===== config.mk =====
export PLATFORM = sky130hd
export DESIGN_NAME = aes_round_seq
export DESIGN_NICKNAME = d
export VERILOG_FILES = /design/src/rtl/aes_round_seq.sv
export SDC_FILE = /design/constraint.sdc
export NUM_CORES = 1
export LEC_CHECK = 0
export BUFFER_PORTS_ARGS = -buffer_cell sky130_fd_sc_hd__buf_2
export CAP_MARGIN = 5
export CORE_AREA = 5 5 349 351
export DETAILED_ROUTE_END_ITERATION = 10
export DIE_AREA = 0 0 354 356
export PLACE_DENSITY = 0.33
export SYNTH_ARGS = -nofsm -noshare
export SYNTH_HDL_FRONTEND = slang
export SYNTH_SLANG_ARGS = --single-unit

===== constraint.sdc =====
create_clock -name clk -period 1.8 [get_ports clk]
set_clock_uncertainty 0.1 [all_clocks]
set_input_delay 0.36 -clock clk [delete_from_list [all_inputs] [get_ports clk]]
set_output_delay 0.36 -clock clk [all_outputs]
set_load 0.03 [all_outputs]

===== src/rtl/aes_round_seq.sv =====
// aes_round_seq
// Iterative AES encryption round sequencer with valid/ready handshakes.
// It owns the state and key registers and drives an external combinational
// round datapath through rf_state/rf_key/rf_round/rf_last, taking back the
// next state (rf_out) and next key material (rf_exkey) once per round.
//
// Optional feature: define AES_SEQ_ABORT_EN to add an 'abort' input.
// Abort returns the sequencer to IDLE from RUN or DONE and blocks
// acceptance while in IDLE.
module aes_round_seq #(
    parameter int DATA_W = 128,
    parameter int KEY_W  = 128,
    parameter int NR     = 10,
    parameter int CNT_W  = 4
) (
    input  logic              clk,
    input  logic              reset,
`ifdef AES_SEQ_ABORT_EN
    input  logic              abort,
`endif
    input  logic              in_valid,
    output logic              in_ready,
    input  logic [DATA_W-1:0] in_data,
    input  logic [KEY_W-1:0]  in_key,
    output logic [DATA_W-1:0] rf_state,
    output logic [KEY_W-1:0]  rf_key,
    output logic [CNT_W-1:0]  rf_round,
    output logic              rf_last,
    input  logic [DATA_W-1:0] rf_out,
    input  logic [KEY_W-1:0]  rf_exkey,
    output logic              out_valid,
    input  logic              out_ready,
    output logic [DATA_W-1:0] out_data,
    output logic              busy
);

    typedef enum logic [1:0] {
        S_IDLE = 2'd0,
        S_RUN  = 2'd1,
        S_DONE = 2'd2
    } state_t;

    // Final round index, sized to the counter.
    localparam logic [CNT_W-1:0] C_NR  = CNT_W'(NR);
    localparam logic [CNT_W-1:0] C_ONE = CNT_W'(1);

    state_t              r_fsm;
    logic [CNT_W-1:0]    r_cnt;
    logic [DATA_W-1:0]   r_state;
    logic [KEY_W-1:0]    r_key;
    logic [DATA_W-1:0]   r_out_data;
    logic                r_out_valid;

    logic                w_abort;
    logic                w_in_run;
    logic                w_last;
    logic                w_accept;
    logic [DATA_W-1:0]   w_init_state;

`ifdef AES_SEQ_ABORT_EN
    assign w_abort = abort;
`else
    assign w_abort = 1'b0;
`endif

    // Initial AddRoundKey uses the most significant DATA_W bits of the key,
    // which is the first round key for every AES key size.
    assign w_init_state = in_data ^ in_key[KEY_W-1 -: DATA_W];

    assign w_in_run  = (r_fsm == S_RUN);
    assign w_last    = w_in_run && (r_cnt == C_NR);
    assign w_accept  = (r_fsm == S_IDLE) && in_valid && !w_abort;

    // Datapath-facing and handshake outputs.
    assign in_ready  = (r_fsm == S_IDLE);
    assign busy      = (r_fsm != S_IDLE);
    assign rf_state  = r_state;
    assign rf_key    = r_key;
    assign rf_round  = w_in_run ? r_cnt : '0;
    assign rf_last   = w_last;
    assign out_valid = r_out_valid;
    assign out_data  = r_out_data;

    // Sequencer FSM: accept a block, step NR rounds, then hold the result
    // until the consumer takes it (or an abort discards it).
    always_ff @(posedge clk or negedge reset) begin
        if (!reset) begin
            r_fsm       <= S_IDLE;
            r_cnt       <= '0;
            r_state     <= '0;
            r_key       <= '0;
            r_out_data  <= '0;
            r_out_valid <= 1'b0;
        end else begin
            case (r_fsm)
                S_IDLE: begin
                    if (w_accept) begin
                        r_state <= w_init_state;
                        r_key   <= in_key;
                        r_cnt   <= C_ONE;
                        r_fsm   <= S_RUN;
                    end
                end

                S_RUN: begin
                    if (w_abort) begin
                        // Registers keep their contents; only control resets.
                        r_cnt       <= '0;
                        r_out_valid <= 1'b0;
                        r_fsm       <= S_IDLE;
                    end else begin
                        r_state <= rf_out;
                        r_key   <= rf_exkey;
                        if (w_last) begin
                            r_out_data  <= rf_out;
                            r_out_valid <= 1'b1;
                            r_cnt       <= '0;
                            r_fsm       <= S_DONE;
                        end else begin
                            r_cnt <= r_cnt + C_ONE;
                        end
                    end
                end

                S_DONE: begin
                    // Abort takes priority: the held output is dropped.
                    if (w_abort || out_ready) begin
                        r_out_valid <= 1'b0;
                        r_cnt       <= '0;
                        r_fsm       <= S_IDLE;
                    end
                end

                default: begin
                    r_out_valid <= 1'b0;
                    r_cnt       <= '0;
                    r_fsm       <= S_IDLE;
                end
            endcase
        end
    end

endmodule


Word-level counts from Yosys, hierarchy flattened
Index checks and enable logic that the tools add are counted.

Output and inout port bits: 392. Input bits: 516. Register bits: 391. Word-level logic and storage cells: 41.

Equality and inequality tests: 6. Reduce and logical (&&, ||, !) cells: 10. Add/subtract/negate cells: 1. Mux-type cells: 16. Bitwise operators: 2.

Operator list (count): $pmux W128 S2 (2); $mux W128 (2); $xor A128 B128 Y128 (1); $mux W4 (4); $pmux W4 S3 (1); $mux W2 (3); $pmux W2 S3 (1); $reduce_and A2 Y1 (3); $reduce_and A3 Y1 (2); $add A4 B1 Y4 const B (1); $eq A4 B4 Y1 const B (1); $ne A2 B2 Y1 const B (2); $reduce_bool A2 Y1 (2); $pmux W1 S3 (1); $eq A2 B1 Y1 const B (1); $eq A2 B2 Y1 const B (1); $logic_and A1 B1 Y1 (2); $logic_not A2 Y1 (1); $mux W1 (2); $ne A2 B1 Y1 const B (1); $not A1 Y1 (1).

Logic depth before layout (Yosys ltp)
Word-level depth: 4. Gate-level depth with buffers: 8. Gate-level depth less buffers: 5.

Worst setup path after synthesis
OpenSTA, ideal clock, no wires.

Path type: reg-to-output. From: reg r_fsm[1]. To: out busy. Cell stages (with the launch flop): 5. Path buffers: 2. Path slack: -0.201 ns. Required time: 1.340 ns. Data arrival time: 1.541 ns. Path through: dfrtp_1 -> clkbuf_1 -> clkbuf_1 -> nor2_1 -> inv_1.

Cells in the longest elaborated chain, start to end: 1.

RTL lines: start, declared (RTL line 47) `state_t r_fsm;`; start signal, assigned (RTL line 88) `r_fsm <= S_IDLE;`; start signal, assigned (RTL line 101) `r_fsm <= S_RUN;`; start signal, assigned (RTL line 110) `r_fsm <= S_IDLE;`; $reduce_bool A2 Y1 (RTL line 76) `assign busy = (r_fsm != S_IDLE);`; end, declared (RTL line 34) `output logic busy`.

Every way passes these cells.

Final worst setup path
From: reg r_cnt[0]. To: out rf_last.

Cells in the longest elaborated chain, start to end: 2.

RTL lines: start, declared (RTL line 48) `logic [CNT_W-1:0] r_cnt;`; start signal, assigned (RTL line 120) `r_cnt <= r_cnt + C_ONE;`; $eq A4 B4 Y1 (RTL line 71) `assign w_last = w_in_run && (r_cnt == C_NR);`; $logic_and A1 B1 Y1 (RTL line 71); end, declared (RTL line 28) `output logic rf_last,`.

Every way passes these cells.

==> flow_metrics.tcl <==
set metrics [dict create \
    status "finished, violations left" \
    violations "setup timing" \
    syn_area_per_cell_um2 11.5 \
    power.total_mw 58.4 \
    fmaxAchievable_ghz 0.437 \
    synth-adder-area-share_pct 0.142 \
    core_area_um2 119000 \
    cts-root-buf "clkbuf_16" \
    ys.warnings.count 0 \
    slowest_stage "dfrtp_1" \
    synthSimpleGateAreaFrac_pct 5.40 \
    finalCriticalPeriod_ns 2.29 \
    wirelength_um 95200 \
    hold_class "in2reg" \
    start_util_pct 14.8 \
    whs_ns 0.0218 \
    syn-instance-count 1533 \
    synth_top_family_by_area "multiplexers" \
    syn-cell-area_um2 17600 \
    layout-drive-gt1-share_pct 45.8 \
    clock_latency_ns 0.61 \
    area_growth_syn_to_layout_pct 89.8 \
    stdcell_count 4571 \
    ir_worst_vdd_mv 0.822 \
    synthXorXnorAreaFrac_pct 6.38 \
    ant_nets 0 \
    syn_nets 2051 \
    cts_buffers 50 \
    placed_cells 3988 \
    n_fill_cell 12449 \
    arrival_ns 1.83 \
    crit_path_end_kind "output port" \
    grt_max_degree 61 \
    row_count 127 \
    io_buffer_count 907 \
    cp.required_ns 1.34 \
    critPathKind "reg2out" \
    vias_per_cell 3.96 \
    final_nets 3501 \
    die_y_um 356 \
    cp_num_buf_inv 3 \
    slew_headroom_pct 54.0 \
    p_leak_nw 15.5 \
    synth_compound_area_share_pct 13.7 \
    h-tree-depth 2 \
    gp_congestion 0.882 \
    grt_pass1_wl_um 132000 \
    drv_slew 0 \
    drt_iter0_drc 742 \
    wl_per_cell_um 20.8 \
    synth_cell_type_count 33 \
    clkTransAtPathRegs_ns 0.06 \
    critPathLaunchType "flip-flop" \
    die_w_um 354 \
    final_core_util_pct 28.1 \
    hold_viol_final 0 \
    min_period_over_period_pct 127 \
    ys_seq_area_share_pct 55.6 \
    post-place-ws_ns -0.244 \
    p_per_area_nw_per_um2 1750 \
    drcViolationCount 0 \
    pin_count 908 \
    dp_hpwl_um 68900 \
    track_usage_pct 13.9 \
    grt_pass1_vias 19706 \
    rsz0062_at_grt "yes" \
    cts_buffer_depth 3 \
    drv_cap 0 \
    cp_top_family "flip-flops" \
    path_cells "inv_2 > ha_4 > nor2b_4 > and3_4 > buf_12 > buf_8" \
    cts_tree "built" \
    dr_total_vias 18082 \
    finalWorstSetupSlack_ns -0.490 \
    drt_pass1_iterations 5 \
    setup_viol 217 \
    crit_fanout 2 \
    synth_mux_area_share_pct 15.5 \
    die_area_um2 126000 \
    cts_sinks 391 \
    tightest_slew_ns 0.689 \
    ys_seq_elements 391 \
    grt-ovfl-total 0 \
    slowest_delay_ns 0.39 \
    antenna_found_initial 3 \
]
==> path summary, 6_finish.rpt <==
kind / startpoint / endpoint / slack (ns) / cells past startpoint
setup reg to reg: r_cnt[0] / out_data[27] / -0.45 / 10
min in group asynchronous: reset / rf_state[103] / 0.13 / 2
hold / removal: in_data[25] / rf_state[25] / 0.02 / 4
hold reg to reg: rf_key[119] / rf_key[119] / 0.37 / 2
max in group asynchronous: reset / rf_key[4] / 0.67 / 3
setup / recovery: r_cnt[0] / rf_last / -0.49 / 6
==> placed cells by master, fill, tap and decap left out, drive strengths merged, types with 2 or more instances in the layout <==
master,n
a221o,34
ha,2
clkinv,6
mux2,128
nor2,6
inv,4
dfrtp,391
dlygate4sd3,429
bufinv,2
a22o,34
nand2b,2
o22ai,95
mux2i,128
nand2,223
buf,1064
nand3,2
nor2b,2
and3,3
and2,3
o21ai,224
clkbuf,100
xor2,128
a21o,2
==> layout make-up <==
cell class,count,area (um2),area share (%)
multi-input cells,1025,8380,25.1
diodes,1,2.50,0.00750
repair buffers,1511,11600,34.7
clock buffers,82,1550,4.63
flip-flops and latches,391,9790,29.3
clock inverters,9,97.6,0.292
inverters,4,17.5,0.0525
well taps,1548,1940,5.80
==> worst min-delay path: cells and delay by family <==
| kind | cells | cell delay (ns) |
|---|---|---|
| compound gates | 2 | 0.17 |
| buf+inv | 1 | 0.09 |
| xor+xnor | 1 | 0.06 |
==> synthesized netlist by cell type, drive strengths merged <==
master     n  share of area, %
a2111oi    1             0.050
a211o      1             0.050
a21boi     1             0.043
a21o       2             0.085
a221o     34               1.9
a22o      34               1.7
and2       3              0.11
and3       3              0.11
buf       50               1.8
clkbuf    64               1.4
clkinv     1             0.021
dfrtp    391                56
ha         2              0.14
inv        3             0.064
mux2     128               8.2
mux2i    128               7.3
nand2    223               4.8
nand2b     2             0.071
nand3      2             0.057
nand4      1             0.036
nand4b     1             0.050
nor2       5              0.11
nor2b      2             0.071
o21a       1             0.043
o21ai    224               6.4
o21bai     1             0.043
o22ai     95               3.4
o2bb2ai    1             0.050
or3        1             0.036
xor2     128               6.4
==> cells by family (layout without fill, tap and decap cells) <==
family                   count (synthesis)  in the layout
AO/OA/AOI/OAI                          395            395
flip-flops                             391            391
multiplexers                           256            256
AND/OR/NAND/NOR                        243            244
XOR/XNOR                               128            128
buffers and inverters                  118           1606
adder cells (fa/ha/maj)                  2              2
other                                    0              1
==> layer usage <==
layer | track usage [%] | part of all wire, % | vias to the layer above | routed length, um
li1 | - | - | 8394 | -
met1 | 15.8 | 39 | 8913 | 37100
met2 | 25.3 | 51 | 645 | 48600
met3 | 4.08 | 7.2 | 130 | 6850
met4 | 4.04 | 2.9 | 0 | 2720
met5 | 0 | 0 | - | 0
==> where the power goes <==
part / internal (mW) / switching, mW / total [mW]
sequential: 13.3 / 2.84 / 16.1
combinational: 12.2 / 19.9 / 32.1
clock: 6.10 / 4.11 / 10.2
==> through the flow <==
| stage | cell area [um2] | TNS, ns |
|---|---|---|
| 4_1_cts | 31900 | -51.87 |
| 5_1_grt | 33400 | -59.90 |
| 6_report | 33400 | -42.31 |
| 3_5_place_dp | 24800 | -25.56 |
| 3_3_place_gp | 24800 | -26.83 |
| 2_1_floorplan | 17600 | -5.66 |
==> registers in the layout (all words and copies together), names as in the netlist <==
name,count
out_data,128
out_valid,1
rf_key,128
r_cnt,4
r_fsm,2
rf_state,128
==> what timing repair did <==
item                                    CTS  global route
gates cloned                             11            18
hold buffers                            426             3
setup buffers                            20            25
endpoints found under the setup margin  217           298
hold endpoints to repair                649             2
resized for setup                       201           275
pin swaps                                 6            55
Power figures use the tool's default switching activity.
